**src/rtl/seq_gen_cmd_driver.sv**
```systemverilog
// Command front-end for sequence_gen: accepts tagged commands, sequences load/mode/order,
// waits for completion or timeout, returns one response and then pulses clear.
// Optional build macro: SEQ_GEN_CMD_DRIVER_ORDER_CHECK_EN (rejects order-0 commands at accept).
module seq_gen_cmd_driver #(
    parameter int DATA_W        = 64,
    parameter int ORDER_W       = 16,
    parameter int TIMEOUT_SLACK = 4
) (
    input  logic               clk,
    input  logic               reset_n,
    input  logic               cmd_valid_i,
    output logic               cmd_ready_o,
    input  logic               cmd_mode_i,
    input  logic [ORDER_W-1:0] cmd_order_i,
    input  logic [DATA_W-1:0]  cmd_data_i,
    output logic               fibonacci_o,
    output logic               triangle_o,
    output logic               load_o,
    output logic               clear_o,
    output logic [ORDER_W-1:0] order_o,
    output logic [DATA_W-1:0]  data_in_o,
    input  logic               done_i,
    input  logic [DATA_W-1:0]  data_out_i,
    input  logic               overflow_i,
    input  logic               error_i,
    output logic               rsp_valid_o,
    input  logic               rsp_ready_i,
    output logic [DATA_W-1:0]  rsp_data_o,
    output logic [1:0]         rsp_status_o,
    output logic               busy_o
);

    // state | meaning
    // IDLE  | ready for a command
    // LOAD1 | first load cycle, counter starts at 0
    // LOAD2 | second load cycle
    // WAIT  | sample error/overflow/done, watch for timeout
    // RESP  | hold response until rsp_ready
    // CLEAR | one-cycle clear to sequence_gen
    typedef enum logic [2:0] {
        S_IDLE, S_LOAD1, S_LOAD2, S_WAIT, S_RESP, S_CLEAR
    } state_t;

    localparam int               CNT_W   = ORDER_W + 4;
    localparam logic [CNT_W-1:0] CNT_ONE = CNT_W'(1);
    localparam logic [CNT_W-1:0] CNT_EXT = CNT_W'(TIMEOUT_SLACK + 2);
    localparam logic [1:0]       ST_OK   = 2'b00;
    localparam logic [1:0]       ST_OVF  = 2'b01;
    localparam logic [1:0]       ST_ERR  = 2'b10;
    localparam logic [1:0]       ST_TMO  = 2'b11;

    state_t              state_q, state_d;
    logic                mode_q, mode_d;
    logic [ORDER_W-1:0]  ord_q, ord_d;
    logic [DATA_W-1:0]   dat_q, dat_d;
    logic [CNT_W-1:0]    cnt_q, cnt_d, limit;
    logic [DATA_W-1:0]   rsp_data_q, rsp_data_d;
    logic [1:0]          rsp_status_q, rsp_status_d;
    logic                accept, reject, active_d;

    assign accept = cmd_valid_i && cmd_ready_o;
`ifdef SEQ_GEN_CMD_DRIVER_ORDER_CHECK_EN
    assign reject = accept && (cmd_order_i == '0);
`else
    assign reject = 1'b0;
`endif
    assign limit        = {4'b0000, ord_q} + CNT_EXT;
    assign rsp_data_o   = rsp_data_q;
    assign rsp_status_o = rsp_status_q;

    always_comb begin
        state_d      = state_q;
        mode_d       = mode_q;
        ord_d        = ord_q;
        dat_d        = dat_q;
        cnt_d        = cnt_q;
        rsp_data_d   = rsp_data_q;
        rsp_status_d = rsp_status_q;
        case (state_q)
            S_IDLE: begin
                if (reject) begin
                    state_d      = S_RESP;
                    rsp_status_d = ST_ERR;
                    rsp_data_d   = '0;
                end else if (accept) begin
                    state_d = S_LOAD1;
                    mode_d  = cmd_mode_i;
                    ord_d   = cmd_order_i;
                    dat_d   = cmd_data_i;
                    cnt_d   = '0;
                end
            end
            S_LOAD1: begin
                state_d = S_LOAD2;
                cnt_d   = cnt_q + CNT_ONE;
            end
            S_LOAD2: begin
                state_d = S_WAIT;
                cnt_d   = cnt_q + CNT_ONE;
            end
            S_WAIT: begin
                cnt_d = cnt_q + CNT_ONE;
                // data_out is only trusted on overflow/done; error never forwards it
                if (error_i) begin
                    state_d = S_RESP; rsp_status_d = ST_ERR; rsp_data_d = '0;
                end else if (overflow_i) begin
                    state_d = S_RESP; rsp_status_d = ST_OVF; rsp_data_d = data_out_i;
                end else if (done_i) begin
                    state_d = S_RESP; rsp_status_d = ST_OK;  rsp_data_d = data_out_i;
                end else if (cnt_q == limit) begin
                    state_d = S_RESP; rsp_status_d = ST_TMO; rsp_data_d = '0;
                end
            end
            S_RESP: begin
                if (rsp_ready_i) begin
                    state_d      = S_CLEAR;
                    rsp_data_d   = '0;
                    rsp_status_d = '0;
                end
            end
            S_CLEAR: begin
                state_d = S_IDLE;
                mode_d  = 1'b0;
                ord_d   = '0;
                dat_d   = '0;
                cnt_d   = '0;
            end
            default: state_d = S_IDLE;
        endcase
        active_d = (state_d == S_LOAD1) || (state_d == S_LOAD2) || (state_d == S_WAIT);
    end

    // Outputs are registered from the next state so they line up with state_q.
    always_ff @(posedge clk or negedge reset_n) begin
        if (!reset_n) begin
            state_q      <= S_IDLE;
            mode_q       <= 1'b0;
            ord_q        <= '0;
            dat_q        <= '0;
            cnt_q        <= '0;
            rsp_data_q   <= '0;
            rsp_status_q <= '0;
            cmd_ready_o  <= 1'b0;
            fibonacci_o  <= 1'b0;
            triangle_o   <= 1'b0;
            load_o       <= 1'b0;
            clear_o      <= 1'b0;
            order_o      <= '0;
            data_in_o    <= '0;
            rsp_valid_o  <= 1'b0;
            busy_o       <= 1'b0;
        end else begin
            state_q      <= state_d;
            mode_q       <= mode_d;
            ord_q        <= ord_d;
            dat_q        <= dat_d;
            cnt_q        <= cnt_d;
            rsp_data_q   <= rsp_data_d;
            rsp_status_q <= rsp_status_d;
            cmd_ready_o  <= (state_d == S_IDLE);
            fibonacci_o  <= active_d && !mode_d;
            triangle_o   <= active_d && mode_d;
            load_o       <= (state_d == S_LOAD1) || (state_d == S_LOAD2);
            clear_o      <= (state_d == S_CLEAR);
            order_o      <= active_d ? ord_d : '0;
            data_in_o    <= active_d ? dat_d : '0;
            rsp_valid_o  <= (state_d == S_RESP);
            busy_o       <= (state_d != S_IDLE);
        end
    end

endmodule

```
**config.mk**
```make
export PLATFORM = sky130hd
export DESIGN_NAME = seq_gen_cmd_driver
export DESIGN_NICKNAME = d
export VERILOG_FILES = /design/src/rtl/seq_gen_cmd_driver.sv
export SDC_FILE = /design/constraint.sdc
export NUM_CORES = 1
export LEC_CHECK = 0
export ABC_CLOCK_PERIOD_IN_PS = 7700
export CAP_MARGIN = 15
export CORE_MARGIN = 2
export CORE_UTILIZATION = 45
export DETAILED_ROUTE_END_ITERATION = 10
export HOLD_SLACK_MARGIN = 0.06
export PLACE_DENSITY = 0.78
export REMOVE_ABC_BUFFERS = 1
export SYNTH_ARGS = -nofsm -noshare
export SYNTH_HDL_FRONTEND = slang
export SYNTH_SLANG_ARGS = --single-unit
export TNS_END_PERCENT = 30
```
**constraint.sdc**
```tcl
create_clock -name clk -period 7.7 [get_ports clk]
set_input_delay 0.77 -clock clk [delete_from_list [all_inputs] [get_ports clk]]
set_output_delay 0.77 -clock clk [all_outputs]
set_load 0.01 [all_outputs]
```
Yosys cells after proc, flatten, opt, wreduce, memory -nomap -nowiden
Index checks and enable logic that the tools add are counted.

Register bits: 257. Bits of input ports: 152. Logic and storage cells: 75.

Add/sub/neg operators: 2. Equality and inequality tests: 14. Multiplexer cells: 29. Reduce and logical (&&, ||, !) cells: 14.

Operators by type and width (number): $mux W64 (7); $pmux W64 S2 (2); $pmux W20 S3 (1); $mux W16 (2); $pmux W16 S2 (1); $add A20 B1 Y20 const B (1); $eq A20 B17 Y1 (1); $mux W20 (1); $mux W3 (6); $add A16 B3 Y17 const B (1); $pmux W3 S5 (1); $eq A3 B2 Y1 const B (4); $eq A3 B3 Y1 const B (4); $mux W2 (5); $eq A3 B1 Y1 const B (2); $logic_not A3 Y1 (2); $reduce_bool A3 Y1 (2); $ne A5 B5 Y1 const B (1); $ne A2 B2 Y1 const B (2); $pmux W2 S2 (1); $logic_and A1 B1 Y1 (3); $reduce_and A3 Y1 (1); $reduce_or A3 Y1 (1); $logic_or A1 B1 Y1 (2); other kinds (5) (5).

Depth between registers and ports, before layout
Depth after elaboration: 11. Depth in mapped cells: 12. Mapped depth without buffers: 9.

Worst setup path after synthesis
OpenSTA, ideal clock, no wires.

Path type: register to register. Start point: register ord_q[1]. End point: register state_q[1]. Setup time: 0.125 ns. Arrival: 2.532 ns. Setup slack: 5.043 ns. Stages on the path, launching flop included: 13. Buffers on the path: 3. Clock period less this slack: 2.657 ns. Cells stage by stage: dfrtp_1 inv_1 ha_1 and4b_1 buf_2 a221o_1 o21ai_1 a21oi_1 or4_1 a21oi_1 buf_4 buf_6 nor2_1.

Word-level cells in the longest chain between the ends: 7.

Ends and longest elaborated chain: from (decl) (line 54) `logic [ORDER_W-1:0] ord_q, ord_d;`; from (signal assigned) (line 155) `ord_q <= ord_d;`; $add A16 B3 Y17 (line 67) `assign limit = {4'b0000, ord_q} + CNT_EXT;`; $eq A20 B17 Y1 (line 110) `end else if (cnt_q == limit) begin`; $mux W3 (line 110); $mux W3 (line 108) `end else if (done_i) begin`; $mux W3 (line 106) `end else if (overflow_i) begin`; $mux W3 (line 104) `if (error_i) begin`; $pmux W3 S5 (line 79) `case (state_q)`; named net state_d[1] (line 52) `state_t state_q, state_d;`; to (signal assigned) (line 153) `state_q <= state_d;`; to (decl) (line 52).

The timed path passes the listed nets, and every way through them passes these cells. A chain may end at the register's enable or synchronous reset.

Worst setup path after layout
Start point: register ord_q[1]. End point: register order_o[11].

Word-level cells in the longest chain between the ends: 11. Elaborated cells on any way between the ends: 13. Classes of those cells: 1 x add/sub; 4 x eq/ne; 6 x mux; 2 x reduce/logical.

Ends and longest elaborated chain: $add A16 B3 Y17 (*) (line 67); $eq A20 B17 Y1 (*) (line 110); $mux W3 (*) (line 110); $mux W3 (*) (line 108); $mux W3 (*) (line 106); $mux W3 (*) (line 104); $pmux W3 S5 (*) (line 79); $eq A3 B1 Y1 or $eq A3 B2 Y1 (tied branches) (line 130) `active_d = (state_d == S_LOAD1) || (state_d == S_LOAD2) || (state_d == S_WAIT);`; $logic_or A1 B1 Y1 (line 130); $logic_or A1 B1 Y1 (*) (line 130); $mux W16 (*) (line 165) `order_o <= active_d ? ord_d : '0;`; to (signal assigned) (line 165); to (decl) (line 20) `output logic [ORDER_W-1:0] order_o,`.

Mark *: on every way between the ends. The rest lies on a longest branch, timed or not.

==> flow_summary.json <==
{
  "mostFrequentLayoutCell": "sky130_fd_sc_hd__clkdlybuf4s50_1",
  "p_clk_share_pct": 23.1,
  "power.share.combinational_pct": 38.0,
  "final_antenna_diode_count": 0,
  "final.period_utilization_pct": 44.7,
  "max_clock_freq_ghz": 0.291,
  "drcViolationCount": 0,
  "number_of_max_slew_violations_in_the_final_report": 0,
  "route.vias.total": 7516,
  "finalSetupTns_ps": 0,
  "run_status": "completed",
  "routedWlPerCell_microns": 18.5,
  "detailedRoute.firstIterationViolations": 432,
  "place.gp.congestion": 0.866,
  "finish.cell_count_without_fillers": 1405,
  "fp.coreArea_sq_um": 21600,
  "postSynth.asyncResetShare_pct": 100,
  "number_of_setup_buffers_added_after_cts": 0,
  "cts-buffers-inserted": 27,
  "worst_ep_required_time_ps": 8060,
  "die_w_microns": 152,
  "startpoint_class": "register",
  "synth.avg_cell_area_sq_um": 11.9,
  "worst-slew-pin-transition_ps": 966,
  "layout_area_growth_over_synthesis_pct": 41.7,
  "worst_path_largest_cell_delay_ps": 680,
  "grt_pass1_vias": 7722,
  "power.static_leakage_nw": 6.43,
  "initial_core_util_pct": 45.5,
  "design.die.area_sq_um": 23100,
  "vdd_ir_drop_max_mv": 0.224,
  "power.internal_w": 0.00371,
  "mappedNetlistArea_sq_um": 9850,
  "holdBufCountCts": 0,
  "fin_nets": 1259,
  "grt_antenna_before_repair": 0,
  "synth-warning-count": 0,
  "number_of_max_capacitance_violations_reported": 0,
  "port_buffers": 304,
  "synth_ff_type": "sky130_fd_sc_hd__dfrtp_1",
  "setup_viol_count_final": 0,
  "cts_tree": "yes",
  "cts.clk_slew.worst_paths_ps": 60,
  "final.setup.worst_slack_ps": 4260,
  "final.min_clock_period_ps": 3440,
  "setup_clock_skew_after_layout_ps": 19.1,
  "path_cells": "inv_1, ha_1, and4b_1, a221o_1, o21ai_1, a21oi_1, or4_1, a21oi_4, buf_4, nor2_1",
  "ratio_of_cells_with_drive_above_1_in_the_final_layout_pct": 5.51,
  "finalPower_w": 0.00560,
  "ys_ff_latch": 257,
  "endpoint_kind": "register",
  "route.antenna.remaining_nets": 0,
  "post_synth_main_area_contributors": "sky130_fd_sc_hd__dfrtp_1 65%, sky130_fd_sc_hd__a22o_1 13%, sky130_fd_sc_hd__nor2_1 4.2%",
  "place_worst_setup_slack_ps": 4210,
  "io_pins": 305,
  "detail_route.first_pass.iterations": 5,
  "global_route_wire_length_before_repair_mm": 42.1,
  "min_path_type": "in2async",
  "grt_remaining_overflow": 0,
  "max-slew-margin-rel_pct": 35.6,
  "p_seq_share_pct": 38.9,
  "synth_sequential_area_ratio_pct": 65.3,
  "cts_num_sinks": 257,
  "gr-usage-all-layers_pct": 22.3,
  "clock_path_buffers": 3,
  "synth-edff-count": 0,
  "yosysTopAreaCell": "sky130_fd_sc_hd__dfrtp_1",
  "critPathSlowestCell": "sky130_fd_sc_hd__buf_4",
  "layout.cells.most_common_list": "303 x sky130_fd_sc_hd__clkdlybuf4s50_1, 257 x sky130_fd_sc_hd__dfrtp_1, 143 x sky130_fd_sc_hd__a22o_1, 107 x sky130_fd_sc_hd__nor2_1, 101 x sky130_fd_sc_hd__nand2_1",
  "routed_wl_mm": 26.0,
  "net_sw_share_pct": 33.8,
  "rsz_0062_raised_after_global_routing": "false",
  "insertion_delay_ps": 530,
  "hold_vio_cnt_final": 0,
  "cts-resized-gates": 0,
  "crit_path_max_fanout": 83,
  "floorplan.die.height_microns": 152,
  "placedCellCount": 1356,
  "floorplan_row_count": 54,
  "ff2ff_path_depth": 10,
  "power_per_cell_area_nw_per_um2": 401,
  "cpLargestDelayFamily": "simple AND/OR/NAND/NOR gates",
  "critPathKind": "reg2reg",
  "clk_root_buffer_cell": "sky130_fd_sc_hd__clkbuf_16",
  "grt_max_degree": 131,
  "syn_inst": 825,
  "worstSetupPathDepth": 10,
  "post_synth_num_cell_types": 50,
  "power.net_switching_w": 0.00189,
  "clock_tree.htree_level_count": 1,
  "timing.critical_path.arrival_ps": 3800,
  "worst-path-buf-inv": 2,
  "detailed_place_hpwl_mm": 17.1,
  "synth_top_area_share_pct": 65.3,
  "vias_per_cell": 5.35
}
## cell type report
cell class | count | area [sq um]
fillers | 1666 | 7670
flip-flops and latches | 257 | 6430
multi-input cells | 498 | 3130
repair buffers | 311 | 3110
clock buffers | 37 | 773
well taps | 280 | 350
clock inverters | 12 | 121
inverters | 10 | 37.5
## metal layers
layer	global-route usage, %	vias to the layer above	part of all wire [%]
li1	-	3446	-
met5	0	-	0
met3	7.07	52	8.2
met2	36.7	295	49
met1	29.1	3723	40
met4	5.65	0	2.6
## worst paths after layout
check | start | to | slack, ps
min reg2reg | rsp_data_o[19] | rsp_data_o[19] | 500
min | reset_n | rsp_data_o[55] | 310
max in group asynchronous | reset_n | state_q[1] | 6140
max | ord_q[1] | order_o[11] | 4260
max reg2reg | ord_q[1] | order_o[11] | 4260
min in group clk | rsp_data_o[19] | rsp_data_o[19] | 500
## registers in the layout (all words and copies together), names as in the netlist
| name | flops |
|---|---|
| busy_o | 1 |
| clear_o | 1 |
| cmd_ready_o | 1 |
| cnt_q | 20 |
| dat_q | 64 |
| data_in_o | 64 |
| fibonacci_o | 1 |
| load_o | 1 |
| mode_q | 1 |
| ord_q | 16 |
| order_o | 16 |
| rsp_data_o | 64 |
| rsp_status_o | 2 |
| rsp_valid_o | 1 |
| state_q | 3 |
| triangle_o | 1 |
## power by group through the flow
stage          Combinational, W  Clock (W)  Sequential, W
4_1_cts                 0.00215    0.00132        0.00218
2_1_floorplan          0.000925          0        0.00228
6_report                0.00213    0.00129        0.00218
3_5_place_dp            0.00214          0        0.00219
5_1_grt                 0.00231    0.00138        0.00224
3_3_place_gp            0.00209          0        0.00219
## cells in the mapped netlist (all sizes together), types with 4 or more instances
cell type  number
nand2         102
clkbuf         40
nor4            5
inv            10
xnor2          19
and3            7
a22o          143
nor3            7
nand4          10
nor2          109
xor2           19
buf            20
a21oi           6
and2            5
and4            4
o21ai          14
dfrtp         257
nand3           9
## logic make-up (layout without fill, tap and decap cells)
| logic type | count (synthesis) | count (layout) | share of synthesized area, % |
|---|---|---|---|
| mux | 2 | 2 | 0.203 |
| simple gates | 273 | 273 | 12.1 |
| buf+inv | 70 | 370 | 3.41 |
| compound gates | 183 | 183 | 15.4 |
| flops | 257 | 257 | 65.3 |
| fa+ha+maj | 2 | 2 | 0.254 |
| xor+xnor | 38 | 38 | 3.38 |
## per-stage QoR
step                      area [sq um]  hold slack (ps)  utilization (%)
after floorplan                   9550              471                -
after global placement           13100              484             60.4
after detailed placement         13100              485             60.4
after CTS                        14000              358             64.5
after global routing             14000              400             64.5
final                            14000              307             64.5
Power figures use the tool's default switching activity.
